`src/rtl/reg_bridge_pkg.sv`:
```
// Shared types and default latencies for the Avalon-MM to register-decoder bridge.
package reg_bridge_pkg;

  typedef enum logic [2:0] {
    IDLE    = 3'd0,
    WR_STB  = 3'd1,
    WR_HOLD = 3'd2,
    RD_STB  = 3'd3,
    RD_WAIT = 3'd4,
    DONE    = 3'd5
  } bridge_state_t;

  localparam int DEF_RD_LAT = 5;
  localparam int DEF_WR_LAT = 4;

  // Counter preload: a latency of N is covered by counting N-1 down to 0.
  function automatic logic [3:0] lat_preload(input int lat);
    return 4'(lat - 1);
  endfunction

endpackage

```
`src/rtl/avmm_reg_bridge.sv`:
```
// Avalon-MM slave to decoder strobe bus, one transaction in flight; ack after Read/WriteLatency+2 cycles,
// waitrequest held high until then. REG_BRIDGE_POSTED_WR_EN: writes are acked at accept and finish in the background.
module avmm_reg_bridge
  import reg_bridge_pkg::*;
#(
  parameter int AddrWidth    = 16,
  parameter int BusWidth     = 32,
  parameter int ReadLatency  = DEF_RD_LAT,
  parameter int WriteLatency = DEF_WR_LAT
) (
  input  logic                 reg_clk,
  input  logic                 reset_in,
  input  logic                 avs_chipselect,
  input  logic [AddrWidth-3:0] avs_address,
  input  logic                 avs_read,
  input  logic                 avs_write,
  input  logic [BusWidth-1:0]  avs_writedata,
  output logic [BusWidth-1:0]  avs_readdata,
  output logic                 avs_waitrequest,
  output logic                 chip_sel,
  output logic                 read_reg,
  output logic                 write_reg,
  output logic [AddrWidth-3:0] busaddress,
  output logic [BusWidth-1:0]  busdata_in,
  input  logic [BusWidth-1:0]  busdata_to_cpu
);

`ifdef REG_BRIDGE_POSTED_WR_EN
  localparam bit PostedWr = 1'b1;
`else
  localparam bit PostedWr = 1'b0;
`endif

  bridge_state_t        state_q, state_d;
  logic [3:0]           cnt_q, cnt_d;
  logic [AddrWidth-3:0] addr_q, addr_d;
  logic [BusWidth-1:0]  wdata_q, wdata_d;
  logic [BusWidth-1:0]  rdata_q, rdata_d;
  logic                 chip_sel_q, chip_sel_d;
  logic                 posted_q, posted_d;
  logic                 waitreq;
  logic                 accept;

  assign accept = avs_chipselect & (avs_read | avs_write);

  always_ff @(posedge reg_clk) begin
    if (reset_in) begin
      state_q    <= IDLE;
      cnt_q      <= '0;
      addr_q     <= '0;
      wdata_q    <= '0;
      rdata_q    <= '0;
      chip_sel_q <= 1'b0;
      posted_q   <= 1'b0;
    end else begin
      state_q    <= state_d;
      cnt_q      <= cnt_d;
      addr_q     <= addr_d;
      wdata_q    <= wdata_d;
      rdata_q    <= rdata_d;
      chip_sel_q <= chip_sel_d;
      posted_q   <= posted_d;
    end
  end

  always_comb begin
    state_d    = state_q;
    cnt_d      = cnt_q;
    addr_d     = addr_q;
    wdata_d    = wdata_q;
    rdata_d    = rdata_q;
    chip_sel_d = chip_sel_q;
    posted_d   = posted_q;
    waitreq    = 1'b1;
    unique case (state_q)
      IDLE: begin
        if (accept) begin
          addr_d     = avs_address;
          wdata_d    = avs_writedata;
          chip_sel_d = 1'b1;
          // A simultaneous read is dropped: write has priority.
          if (avs_write) begin
            state_d  = WR_STB;
            posted_d = PostedWr;
            waitreq  = ~PostedWr | reset_in;
          end else begin
            state_d = RD_STB;
          end
        end
      end
      WR_STB: begin
        cnt_d   = lat_preload(WriteLatency);
        state_d = WR_HOLD;
      end
      WR_HOLD: begin
        if (cnt_q == 4'd0) state_d = DONE;
        else               cnt_d   = cnt_q - 4'd1;
      end
      RD_STB: begin
        cnt_d   = lat_preload(ReadLatency);
        state_d = RD_WAIT;
      end
      RD_WAIT: begin
        if (cnt_q == 4'd0) begin
          rdata_d = busdata_to_cpu;
          state_d = DONE;
        end else begin
          cnt_d = cnt_q - 4'd1;
        end
      end
      DONE: begin
        // A posted write was already acknowledged at accept time.
        waitreq    = posted_q;
        chip_sel_d = 1'b0;
        posted_d   = 1'b0;
        state_d    = IDLE;
      end
      default: state_d = IDLE;
    endcase
  end

  assign avs_readdata    = rdata_q;
  assign avs_waitrequest = waitreq;
  assign chip_sel        = chip_sel_q;
  assign read_reg        = (state_q == RD_STB);
  assign write_reg       = (state_q == WR_STB);
  assign busaddress      = addr_q;
  assign busdata_in      = wdata_q;

endmodule
```
`config.mk`:
```
export PLATFORM = sky130hd
export DESIGN_NAME = avmm_reg_bridge
export DESIGN_NICKNAME = d
export VERILOG_FILES = /design/src/rtl/reg_bridge_pkg.sv /design/src/rtl/avmm_reg_bridge.sv
export SDC_FILE = /design/constraint.sdc
export NUM_CORES = 1
export LEC_CHECK = 0
export CAP_MARGIN = 40
export CORE_ASPECT_RATIO = 2
export CORE_MARGIN = 1.5
export CORE_UTILIZATION = 40
export CTS_CLUSTER_SIZE = 12
export DETAILED_ROUTE_END_ITERATION = 12
export PLACE_DENSITY = 0.8
export SYNTH_ARGS = -nofsm -noshare
export SYNTH_HDL_FRONTEND = slang
export SYNTH_SLANG_ARGS = --single-unit
```
`constraint.sdc`:
```
create_clock -name reg_clk -period 2 [get_ports reg_clk]
set_clock_uncertainty 0.15 [all_clocks]
set_input_delay 0.3 -clock reg_clk [delete_from_list [all_inputs] [get_ports reg_clk]]
set_output_delay 0.3 -clock reg_clk [all_outputs]
set_load 0.03 [all_outputs]
```
==> results.yml, run 1 <==
synth:
  synth_xor_area_share_pct: 0
  synth_nets: 503
  synth_compound_area_share_pct: 17.07
  ys_seq_area_share_pct: 52.30
  syn_avg_cell_area_um2: 7.857
  synthCells: 419
  synthTopCellsByCount: "nand2_1 (165), dfxtp_1 (86), a21oi_1 (84)"
  synth-edff-count: 0
  synth_flop_cell: "dfxtp_1"
  synth_warnings: 0
  yosysMostFrequentCell: "nand2_1"
  synth_fa_ha_area_share_pct: 0.3801
  ys_ff_latch: 86
  yosysTopAreaCell: "dfxtp_1"
  synth_top_family_by_area: "simple AND/OR/NAND/NOR gates"
  ys_types: 36
  async_flop_share_pct: 0
  yosys.area_share.simple_pct: 23.68
  yosys-top-cells-area: "dfxtp_1 (52%), nand2_1 (19%), a21oi_1 (13%), clkbuf_1 (1.8%), buf_6 (1.7%)"
  netlist_area_um2: 3292
  netlist.area_leader.share_pct: 52.30
  synth_mux_area_share_pct: 0.6461
cells_and_area:
  drive_gt1_share_pct: 7.033
  fill_cells: 656
  area_growth_pct: 62.87
  diodes: 0
  nNetsFinal: 662
  final_design_area_no_fill_um2: 5361
clock_tree:
  clkLatencyLatePin_ns: 0.33
  path_clk_slew_ns: 0.06
  cts_buffers: 9
  cts.sinks: 86
  htree_levels: 3
  hold_buffers: 0
  clk_path_buf_depth: 2
  tritoncts: "done"
  clock-root-buffer: "clkbuf_16"
critical_path:
  crit_type: "reg -> reg"
  max_stage_delay_ns: 0.43
  cp-start-kind: "flop"
  crit_required_ns: 2.10
  slowest_stage: "or3b_4"
  critPathCaptureType: "flop"
  arrival_ns: 1.98
  path_cells: "inv_1, ha_2, or3b_4, nor3_4, buf_12, nand2_1, a21oi_1"
  cp_max_fo: 32
  rr_worst_depth: 7
timing:
  post-route-period-util_pct: 94.14
  layout_min_cycle_time_ns: 1.883
  finalHoldViolations: 0
  tns_ns: 0
  setup_violations: 0
  report.final.slew_viol_count: 0
  max_slew_margin_pct: 55.72
  worstMarginPinSlew_ns: 0.6642
  rsz0062_at_grt: "no"
  max_freq_mhz: 531.1
routing:
  drc_errors: 0
  viasPerCell: 5.031
  final_antenna_net_count: 0
  first_iter_violations: 214
  wire_per_inst_um: 14.07
  vias: 3416
  firstDrtPassIters: 4
  drt_wl_total_um: 9556
power:
  power_leakage_nw: 1.914
  fin_total_pwr_mw: 5.574
  ir_drop_v: 0.0006318
  powerDensity_nw_per_um2: 1040
placed_design:
  gp_congestion: 0.7939
  place_hpwl_um: 6917
  placed_cell_area_um2: 5046
  portBuffers: 164
die:
  die_x_um: 67.15
  start_util_pct: 41.45
  die_h_um: 131.3
  coreArea_um2: 7943
  fp.dieArea_um2: 8816
  rows: 46
  io_pins: 165
grt:
  grt.total_usage_pct: 22.04
  antenna_found_initial: 0
  overflow: 0
  grt_pass1_vias: 3187
  grt_max_degree: 66
  grt_pass1_wl_um: 14880
min_path:
  min_path_cells: 2
  hold_class: "reg -> reg"
run:
  drv_cap: 0
outcome:
  status: "complete, no violations"
==> per-stage QoR <==
| step | utilization (%) | setup WS, ns | instances | hold slack, ns |
|---|---|---|---|---|
| after global placement | 63.53 | 0.06361 | 663 | 0.2912 |
| after CTS | 67.41 | 0.03469 | 679 | 0.3004 |
| after detailed placement | 63.53 | 0.02280 | 663 | 0.2957 |
| after global routing | 67.50 | 0.007216 | 679 | 0.3224 |
| after floorplan | - | 0.1607 | 419 | 0.2860 |
| final | 67.50 | 0.1171 | 679 | 0.3028 |
==> flip-flops by register name, indices dropped and copies added (netlist names) <==
| signal | cells |
|---|---|
| avs_readdata | 32 |
| busaddress | 14 |
| busdata_in | 32 |
| chip_sel | 1 |
| cnt_q | 4 |
| state_q | 3 |
==> layout by cell type, fill, tap and decap left out, drive strengths merged, types with 2 or more instances in the layout <==
cell and count:
o21ai 5, nor2 7, nor3b 2, nand3 3, a221oi 2, buf 18, or3 2, nor2b 2
inv 7, a21oi 84, a211oi 2, clkdlybuf4s50 160, clkinv 2, nor3 4, dfxtp 86, clkbuf 11
a31oi 3, nand2 165
==> cells by family after synthesis <==
logic type                 after synthesis
AOI/OAI and AO/OA                      104
adders and majority gates                1
buffers and inverters                   37
DFF                                     86
muxes                                    2
and+or+nand+nor                        189
==> power by group <==
group          switching (mW)  total [mW]  internal [mW]  leakage (nW)
combinational            1.03        1.85          0.818          1.06
clock                   0.664        1.70           1.04         0.152
sequential              0.112        2.02           1.91         0.700
==> timing repair <==
action,4_1_cts,5_1_grt
setup buffers,0,0
gates resized for setup,1,3
endpoints found under the setup margin,1,33
==> metal layers <==
metal  track usage [%]  vias up  share of wire (%)
met4             13.83        0                4.9
met2             38.89      126                 55
met1             21.94     1567                 34
met5                 0        -                  0
met3             5.051       34                5.7
li1                  -     1689                  -
==> worst paths after layout <==
path                       start         endpoint  slack (ns)
setup reg to reg        cnt_q[1]  avs_readdata[8]        0.12
hold reg to reg   busaddress[12]   busaddress[12]        0.30
hold / removal    busaddress[12]   busaddress[12]        0.30
setup / recovery        cnt_q[1]  avs_readdata[8]        0.12
==> final cells by class <==
cell class / instances / area [um2] / share of cell area, %
clock buffer: 11 / 252.7 / 4.714
clock inverter: 5 / 56.30 / 1.050
inverter: 6 / 22.52 / 0.4201
multi-input combinational: 296 / 1383 / 25.79
sequential: 86 / 1722 / 32.11
tap: 96 / 120.1 / 2.240
timing repair buffer: 179 / 1805 / 33.68
==> worst max-delay path: cells and delay by family (launching register included) <==
kind	cells	cell delay, ns
buf+inv	2	0.29
simple gates	3	0.67
flops	1	0.34
compound gates	1	0.14
fa+ha+maj	1	0.21
Power figures use the tool's default switching activity.
==> inputs of run 2 (changes only) <==
- ABC_AREA: default -> 1
- ABC_CLOCK_PERIOD_IN_PS: default -> 2000
==> run 2 against run 1 <==
Net effect:
- sequential power increased by 23%
- hold slack better by 0.021 ns
- via count decreased by 1.1%
- design area fell by 1.2%
- routed wire length rose by 2.8%
- critical path type is now reg -> out
==> results.yml, run 2 <==
synth:
  synth_warnings: 0
  async_flop_share_pct: 0
  synth-edff-count: 0
  netlist.area_leader.share_pct: 52.94
  ys_types: 18
  ys_ff_latch: 86
  synth_top_family_by_area: "simple AND/OR/NAND/NOR gates"
  synth_xor_area_share_pct: 0.2693
  netlist_area_um2: 3252
  syn_avg_cell_area_um2: 7.598
  yosysTopAreaCell: "dfxtp_1"
  ys_seq_area_share_pct: 52.94
  synth_fa_ha_area_share_pct: 0.3848
  yosys.area_share.simple_pct: 25.89
  synth_flop_cell: "dfxtp_1"
  synth_mux_area_share_pct: 0
  synth_compound_area_share_pct: 13.08
  yosysMostFrequentCell: "nor2_1"
  yosys-top-cells-area: "dfxtp_1 (53%), nor2_1 (19%), o21ai_0 (8.8%), o21ai_1 (3.7%), buf_6 (3.1%)"
  synth_nets: 512
  synthTopCellsByCount: "nor2_1 (166), dfxtp_1 (86), o21ai_0 (57)"
  synthCells: 428
power:
  powerDensity_nw_per_um2: 1522
  ir_drop_v: 0.0009391
  power_leakage_nw: 2.272
  fin_total_pwr_mw: 8.062
critical_path:
  cp_num_cells: 4
  crit_type: "reg -> out"
  r2r-end: "avs_readdata[21]"
  slowest_stage: "dlygate4sd2_1"
  rr_worst_depth: 7
  arrival_ns: 1.44
  cp-start-kind: "flop"
  r2r_start: "cnt_q[0]"
  max_stage_delay_ns: 0.39
  crit_required_ns: 1.55
  critPathCaptureType: "output port"
  path_buf_inv: 3
  cp_max_fo: 6
  path_cells: "inv_2, nand3_1, inv_1, dlygate4sd2_1"
  endpoint: "read_reg"
  crit_family: "buffers and inverters"
  r2r_setup_slack_ns: 0.21
  startpoint: "state_q[2]"
timing:
  worstMarginPinSlew_ns: 0.5625
  report.final.slew_viol_count: 0
  max_freq_mhz: 529.0
  tns_ns: 0
  finalHoldViolations: 0
  layout_min_cycle_time_ns: 1.890
  rsz0062_at_grt: "no"
  post-route-period-util_pct: 94.51
  max_slew_margin_pct: 62.45
  setup_violations: 0
die:
  start_util_pct: 41.24
  coreArea_um2: 7885
  die_x_um: 66.76
  io_pins: 165
  die_h_um: 130.5
  fp.dieArea_um2: 8712
  rows: 46
grt:
  grt_pass1_vias: 3216
  antenna_found_initial: 0
  grt_pass1_wl_um: 15240
  grt.total_usage_pct: 23.04
  overflow: 0
  grt_max_degree: 53
cells_and_area:
  final_common_cell: "nor2_1"
  area_growth_pct: 62.83
  diodes: 0
  nNetsFinal: 672
  fill_cells: 615
  layout_common_cells: "nor2_1 (166), clkdlybuf4s50_1 (161), dfxtp_1 (85)"
  drive_gt1_share_pct: 6.071
  post-route-util_pct: 67.15
clock_tree:
  postCtsSetupBuffers: 0
  tritoncts: "done"
  cts.sinks: 86
  clk_path_buf_depth: 2
  path_clk_slew_ns: 0.06
  clkLatencyLatePin_ns: 0.33
  htree_levels: 3
  clock-root-buffer: "clkbuf_16"
  hold_buffers: 0
  cts_buffers: 9
run:
  drv_cap: 0
min_path:
  hold_class: "reg -> reg"
routing:
  drc_errors: 0
  vias: 3377
  viasPerCell: 4.901
  firstDrtPassIters: 5
  first_iter_violations: 125
  wire_per_inst_um: 14.25
  final_antenna_net_count: 0
  drt_wl_total_um: 9820
outcome:
  status: "complete, no violations"
placed_design:
  place_hpwl_um: 7265
  portBuffers: 164
  gp_congestion: 0.8220
run 2: what timing repair did:
action	CTS	global route
endpoints found under the setup margin	3	1
hold endpoints to repair	0	0
gates cloned	0	0
resized for setup	3	1
pin swaps	0	0
run 2: worst reg2reg max path: cells and delay by family, from the launching register on:
kind	cells	cell delay, ns
fa+ha+maj	1	0.24
buf+inv	2	0.51
flops	1	0.30
simple gates	4	0.51
run 2: through the flow:
stage	setup WS [ns]	std cells	hold WS, ns	cell area [um2]
after detailed placement	0.1365	673	0.3165	4940
after floorplan	0.5072	428	0.2191	3252
after global routing	0.02439	689	0.3536	5295
final	0.1097	689	0.3237	5295
after global placement	0.1590	673	0.3051	4940
after CTS	0.05178	689	0.3281	5294
run 2: logic make-up (layout without fill, tap and decap cells):
logic type                 Yosys count  count (layout)
AOI/OAI and AO/OA                   85              85
xor gates and xnor gates             1               1
buffers and inverters               43             208
and+or+nand+nor                    212             212
DFF                                 86              86
adders and majority gates            1               1
run 2: layout make-up:
class | count | area, um2 | area share (%)
timing repair buffer | 174 | 1738 | 32.82
sequential | 86 | 1723 | 32.54
multi-input combinational | 299 | 1289 | 24.34
clock buffer | 11 | 252.7 | 4.773
tap | 96 | 120.1 | 2.268
clock inverter | 5 | 105.1 | 1.985
inverter | 18 | 67.56 | 1.276
run 2: how the worst min path moves through the flow:
stage,from,to,depth (start not counted)
after floorplan,reset_in,chip_sel,1
after global placement,chip_sel,chip_sel,2
after detailed placement,chip_sel,chip_sel,2
after CTS,chip_sel,chip_sel,2
after global routing,chip_sel,chip_sel,2
final,chip_sel,chip_sel,2
run 2: per-layer routing:
metal | track usage (%) | vias up | routed length, um
met5 | 0 | - | 0
met4 | 13.09 | 0 | 413
met3 | 6.336 | 26 | 531
met2 | 39.94 | 114 | 5358
met1 | 24.54 | 1556 | 3516
li1 | - | 1681 | -
run 2: where the power goes:
part,internal (mW),switching [mW]
Clock,1.29,0.662
Combinational,1.40,2.23
Sequential,2.21,0.273
Total,4.90,3.16
